==> src/rtl/frame_capture_ctrl_if.sv <==
// frame_capture_ctrl_if: control, trigger and status bundle between a host and the frame capture sequencer
interface frame_capture_ctrl_if #(parameter int CNT_W = 8);
  logic arm;
  logic abort;
  logic [CNT_W-1:0] num_frames;
  logic trigger;
  logic capture_en;
  logic frame_start;
  logic [CNT_W-1:0] frame_cnt;
  logic busy;
  logic done;
  logic err_timeout;
  modport master (
    output arm, abort, num_frames, trigger,
    input  capture_en, frame_start, frame_cnt, busy, done, err_timeout
  );
  modport slave (
    input  arm, abort, num_frames, trigger,
    output capture_en, frame_start, frame_cnt, busy, done, err_timeout
  );
endinterface

==> src/rtl/frame_capture_ctrl.sv <==
// frame_capture_ctrl: arms on request, captures N frames between trigger pulses, with watchdog abort
module frame_capture_ctrl #(
  parameter int CNT_W   = 8,
  parameter int TMO_W   = 24,
  parameter int TIMEOUT = 1000000
) (
  input logic clk,
  input logic reset_n,
  frame_capture_ctrl_if.slave bus
);
  localparam logic [1:0] IDLE    = 2'd0;
  localparam logic [1:0] WAIT    = 2'd1;
  localparam logic [1:0] CAPTURE = 2'd2;
  logic [1:0] state;
  logic [CNT_W-1:0] n_q;
  logic [TMO_W-1:0] timer;
  logic [CNT_W-1:0] cnt_nxt;
  logic tmo;
  assign cnt_nxt = bus.frame_cnt + 1'b1;
  assign tmo = timer == TMO_W'(TIMEOUT - 1);
  // abort beats trigger beats watchdog; frame_start and done are single-cycle strobes
  always_ff @(posedge clk or negedge reset_n)
    if (!reset_n) begin
      state           <= IDLE;
      n_q             <= '0;
      timer           <= '0;
      bus.capture_en  <= 1'b0;
      bus.frame_start <= 1'b0;
      bus.frame_cnt   <= '0;
      bus.busy        <= 1'b0;
      bus.done        <= 1'b0;
      bus.err_timeout <= 1'b0;
    end else begin
      bus.frame_start <= 1'b0;
      bus.done        <= 1'b0;
      case (state)
        IDLE: begin
          timer <= '0;
          if (bus.arm) begin
            bus.frame_cnt   <= '0;
            bus.err_timeout <= 1'b0;
            if (bus.num_frames != '0) begin
              n_q      <= bus.num_frames;
              state    <= WAIT;
              bus.busy <= 1'b1;
            end else
              bus.done <= 1'b1;
          end
        end
        WAIT:
          if (bus.abort) begin
            state    <= IDLE;
            timer    <= '0;
            bus.busy <= 1'b0;
          end else if (bus.trigger) begin
            state           <= CAPTURE;
            timer           <= '0;
            bus.capture_en  <= 1'b1;
            bus.frame_start <= 1'b1;
          end else if (tmo) begin
            state           <= IDLE;
            timer           <= '0;
            bus.busy        <= 1'b0;
            bus.err_timeout <= 1'b1;
            bus.done        <= 1'b1;
          end else
            timer <= timer + 1'b1;
        CAPTURE:
          if (bus.abort) begin
            state          <= IDLE;
            timer          <= '0;
            bus.busy       <= 1'b0;
            bus.capture_en <= 1'b0;
          end else if (bus.trigger) begin
            timer         <= '0;
            bus.frame_cnt <= cnt_nxt;
            if (cnt_nxt == n_q) begin
              state          <= IDLE;
              bus.busy       <= 1'b0;
              bus.capture_en <= 1'b0;
              bus.done       <= 1'b1;
            end else
              bus.frame_start <= 1'b1;
          end else if (tmo) begin
            state           <= IDLE;
            timer           <= '0;
            bus.busy        <= 1'b0;
            bus.capture_en  <= 1'b0;
            bus.err_timeout <= 1'b1;
            bus.done        <= 1'b1;
          end else
            timer <= timer + 1'b1;
        default: begin
          state          <= IDLE;
          timer          <= '0;
          bus.busy       <= 1'b0;
          bus.capture_en <= 1'b0;
        end
      endcase
    end
endmodule

==> src/flat_wrapper.sv <==
// flat-port wrapper written by rule: the top's interface ports become plain ports
module frame_capture_ctrl_flat 
#(
  parameter int CNT_W   = 8,
  parameter int TMO_W   = 24,
  parameter int TIMEOUT = 1000000
)
  (clk, reset_n, bus_arm, bus_abort, bus_num_frames, bus_trigger, bus_capture_en, bus_frame_start, bus_frame_cnt, bus_busy, bus_done, bus_err_timeout);
  frame_capture_ctrl_if #(.CNT_W(CNT_W)) bus_i ();
  input logic clk;
  input logic reset_n;
  input wire logic [$bits(bus_i.arm)-1:0] bus_arm;
  input wire logic [$bits(bus_i.abort)-1:0] bus_abort;
  input wire logic [$bits(bus_i.num_frames)-1:0] bus_num_frames;
  input wire logic [$bits(bus_i.trigger)-1:0] bus_trigger;
  output wire logic [$bits(bus_i.capture_en)-1:0] bus_capture_en;
  output wire logic [$bits(bus_i.frame_start)-1:0] bus_frame_start;
  output wire logic [$bits(bus_i.frame_cnt)-1:0] bus_frame_cnt;
  output wire logic [$bits(bus_i.busy)-1:0] bus_busy;
  output wire logic [$bits(bus_i.done)-1:0] bus_done;
  output wire logic [$bits(bus_i.err_timeout)-1:0] bus_err_timeout;
  assign bus_i.arm = bus_arm;
  assign bus_i.abort = bus_abort;
  assign bus_i.num_frames = bus_num_frames;
  assign bus_i.trigger = bus_trigger;
  assign bus_capture_en = bus_i.capture_en;
  assign bus_frame_start = bus_i.frame_start;
  assign bus_frame_cnt = bus_i.frame_cnt;
  assign bus_busy = bus_i.busy;
  assign bus_done = bus_i.done;
  assign bus_err_timeout = bus_i.err_timeout;
  frame_capture_ctrl #(.CNT_W(CNT_W), .TMO_W(TMO_W), .TIMEOUT(TIMEOUT)) u_core (.clk(clk), .reset_n(reset_n), .bus(bus_i));
endmodule
==> config.mk <==
export PLATFORM = sky130hd
export DESIGN_NAME = frame_capture_ctrl_flat
export DESIGN_NICKNAME = d
export VERILOG_FILES = /design/src/rtl/frame_capture_ctrl_if.sv /design/src/rtl/frame_capture_ctrl.sv /design/src/flat_wrapper.sv
export SDC_FILE = /design/constraint.sdc
export NUM_CORES = 1
export LEC_CHECK = 0
export CAP_MARGIN = 20
export CORE_ASPECT_RATIO = 1.5
export CORE_MARGIN = 1
export CORE_UTILIZATION = 55
export CTS_CLUSTER_DIAMETER = 120
export CTS_CLUSTER_SIZE = 28
export DETAILED_ROUTE_END_ITERATION = 10
export MAX_ROUTING_LAYER = met4
export PLACE_DENSITY = 0.79
export SYNTH_ARGS = -nofsm -noshare
export SYNTH_HDL_FRONTEND = slang
export SYNTH_SLANG_ARGS = --single-unit
==> constraint.sdc <==
create_clock -name clk -period 2.8 [get_ports clk]
set_input_delay 0.42 -clock clk [delete_from_list [all_inputs] [get_ports clk]]
set_output_delay 0.42 -clock clk [all_outputs]
set_load 0.005 [all_outputs]
==> metrics.log, run 1 <==
INFO  metric run_status = finished with violations
INFO  metric failed_checks = design-rule violations
INFO  metric nets = slightly above 300
INFO  metric clock_latency = around 0.3 ns
INFO  metric critical_path.max_fanout = 7
INFO  metric tightestPinTransition = between 0.6 and 0.7 ns
INFO  metric timing.fmax = just over 400 MHz
INFO  metric power.density = 612 nW/um^2
INFO  metric htreeDepth = 2
INFO  metric fin_crit = roughly 2.4 ns
INFO  metric cts.path.max_buffers = 2
INFO  metric drv_cap = 0
INFO  metric cts.repair.resized = 0
INFO  metric clock_tree.root_cell = clkbuf_8
INFO  metric wire_length_of_the_first_global_routing_pass = between 8000 and 9000 microns
INFO  metric buffers_on_ports = 25
INFO  metric cts_inserted_buffers = 5
INFO  metric routed_length_on_met2 = between 2000 and 3000 microns
INFO  metric floorplan.die.height = around 85 microns
INFO  metric cts.sinks = 47
INFO  metric yosysMostFrequentCell = dfrtp_1
INFO  metric stdcell_count = 340
INFO  metric antenna_found_initial = 0
INFO  metric drv_slew = 0
INFO  metric core_area = between 4000 and 5000 sq um
INFO  metric drc_violation_count_after_routing = 1
INFO  metric postCtsSetupBuffers = 0
INFO  metric worstReg2RegStart = u_core.bus.frame_cnt[0]
INFO  metric tritoncts_clock_tree = yes
INFO  metric post-synth-top-area-fraction = 0.461
INFO  metric syn_area = 2550 sq um
INFO  metric grt_max_degree = 48
INFO  metric critPathKind = flop to flop
INFO  metric hold_path_class = primary input to async pin
INFO  metric ys.flop_type = dfrtp_1
INFO  metric synth_cells = 260
INFO  metric grt_use_total = 0.238
INFO  metric synth_enable_flop_cells = 0
INFO  metric placement_rows = 30
INFO  metric synth.top_cells.by_area = dfrtp_1 (46%), nor2_1 (6.0%), xor2_1 (5.5%), xnor2_1 (5.1%), mux2_2 (4.0%)
INFO  metric layout_worst_path_cycle_share = 0.861
INFO  metric area_delta_synth_final = 16.1%
INFO  metric timing.hold.ws = 0.00718 ns
INFO  metric gr-total-overflow = 0
INFO  metric timing.slew.headroom = 0.558
INFO  metric postSynth.asyncResetShare = 1.00
INFO  metric synth_sequential_area_ratio = 0.461
INFO  metric yosysWarningCount = 0
INFO  metric drt_wl_total = around 5100 microns
INFO  metric placed_wire_length_estimate = between 3000 and 4000 microns
INFO  metric cp.required = 2.99 ns
INFO  metric initial_core_util = 0.566
INFO  metric rsz0062_at_grt = no
INFO  metric peakVddDrop = 330 uV
INFO  metric cts.clk_slew.worst_paths = around 0.09 ns
INFO  metric ys_types = 47
INFO  metric drt.antenna.violating_nets = 0
INFO  metric syn_avg_cell_area = 9.81 sq um
INFO  metric route.top_layer_used = met4
INFO  metric most_frequent_cells_after_synthesis = dfrtp_1 (47), nor2_1 (41), nand2_1 (17), xor2_1 (16), xnor2_1 (15)
INFO  metric diodes = 0
INFO  metric worst_setup_path_start_kind = flop
INFO  metric route.vias.total = 2,003
INFO  metric ys_seq_elements = 47
INFO  metric critPathArrivalTime = ~2.6 ns
INFO  metric finalSetupViolations = 0
INFO  metric crit_path_start = u_core.bus.frame_cnt[0]
INFO  metric number_of_global_route_vias_before_repair = roughly 2,000
INFO  metric drive_gt1_frac = 0.0959
INFO  metric power.leakage = ~0.0012 uW
INFO  metric nFillCells = 375
INFO  metric overall_power_after_layout = 1810 uW
INFO  metric dr.first_iter.drc_count = 60
INFO  metric endpoint_kind = flop
INFO  metric routedWlPerCell = 15.0 microns
INFO  metric design.die.area = roughly 4900 sq um
INFO  metric syn_nets = 279
INFO  metric finalHoldViolCount = 0
INFO  metric gpl.final_weighted_congestion = around 0.85
INFO  metric hold_buffers = 0
INFO  metric drt_first_pass_iters = 11
INFO  metric yosysTopAreaCell = dfrtp_1
INFO  metric totalNegativeSetupSlack = 0 ns
INFO  metric post_drt_via_cell_ratio = between 5 and 6
INFO  metric met3_length = 114 microns
INFO  metric chipWidth = slightly below 60 microns
INFO  metric placedCellCount = 331
INFO  metric route.layer.met1.wl = roughly 2200 microns
INFO  metric floorplan.io_pins = 26
INFO  metric clock_skew = around 0.009 ns
==> cells in the final DEF, fill, tap and decap left out, types with 7 or more instances in the layout <==
cell type        Yosys  routed
xnor2_1             15      15
xor2_1              16      16
nand4_1              8       8
inv_1                7       7
clkbuf_8             1       7
nand2_1             17      17
o21ai_0             13      13
nand3_1             11      11
clkdlybuf4s50_1      0      24
nor2_1              41      41
mux2_2               9       9
dfrtp_1             47      47
==> path summary, 6_finish.rpt <==
check                           cells past startpoint  slack, ns               end
min in group clk                                    1       0.48   u_core.timer[0]
worst min register to register                      1       0.48   u_core.timer[0]
max in group asynchronous                           2       2.31  u_core.timer[23]
worst min-delay path                                1      0.007     u_core.n_q[3]
worst max register to register                      7       0.39   u_core.bus.busy
worst max-delay path                                7       0.39   u_core.bus.busy
==> report_power, final <==
| group | leakage, uW | switching [uW] | internal (uW) | total, uW |
|---|---|---|---|---|
| clock network | 0.0000505 | 218 | 225 | 442 |
| logic | 0.000518 | 267 | 265 | 532 |
| registers | 0.000633 | 71.8 | 767 | 839 |
| total | 0.00120 | 557 | 1260 | 1810 |
==> routing by layer <==
metal	track usage	up-vias
met5	-	-
met4	0.126	0
met3	0.0366	17
met2	0.400	34
met1	0.268	964
li1	-	988
==> worst max-delay path, cell delays in order (launching register included) <==
cell,delay [ns]
dfrtp_1,0.45
ha_1,0.28
and3_4,0.23
nand3_2,0.08
or3_1,0.34
a211o_1,0.35
a221o_1,0.38
a22o_1,0.18
==> state kept, by name, summed over array words and instances, names as in the netlist <==
| register | count |
|---|---|
| u_core.bus.err_timeout | 1 |
| u_core.bus.done | 1 |
| u_core.bus.capture_en | 1 |
| u_core.timer | 24 |
| u_core.bus.busy | 1 |
| u_core.state | 2 |
| u_core.bus.frame_start | 1 |
| u_core.n_q | 8 |
| u_core.bus.frame_cnt | 8 |
==> cell type report <==
type | instances | area, sq um | share of cell area
inverters | 7 | 26.3 | 0.00887
clock inverters | 1 | 7.51 | 0.00253
clock buffers | 7 | 96.3 | 0.0325
flip-flops and latches | 47 | 1180 | 0.397
repair buffers | 28 | 280 | 0.0946
multi-input cells | 202 | 1320 | 0.444
well taps | 48 | 60.1 | 0.0203
==> kinds of logic after synthesis <==
family / after synthesis / share of synthesized area
muxes: 10 / 0.0437
adders and majority gates: 6 / 0.0294
and+or+nand+nor: 112 / 0.224
buffers and inverters: 11 / 0.0231
DFF: 47 / 0.461
AOI/OAI and AO/OA: 43 / 0.113
xor gates and xnor gates: 31 / 0.106
==> through the flow <==
stage	worst slack [ns]	cell area (sq um)	util
after global routing	0.143	2960	0.658
after floorplan	0.568	2550	-
after CTS	0.370	2940	0.653
after detailed placement	0.320	2840	0.630
final	0.390	2960	0.658
after global placement	0.369	2840	0.630
No activity file was read; power rests on OpenSTA's default activity.
==> inputs of run 2 (changes only) <==
CTS_CLUSTER_DIAMETER = 200   (was 120)
==> results of run 2 <==
The final DEF is identical to that of run 1; final timing and power are the same.
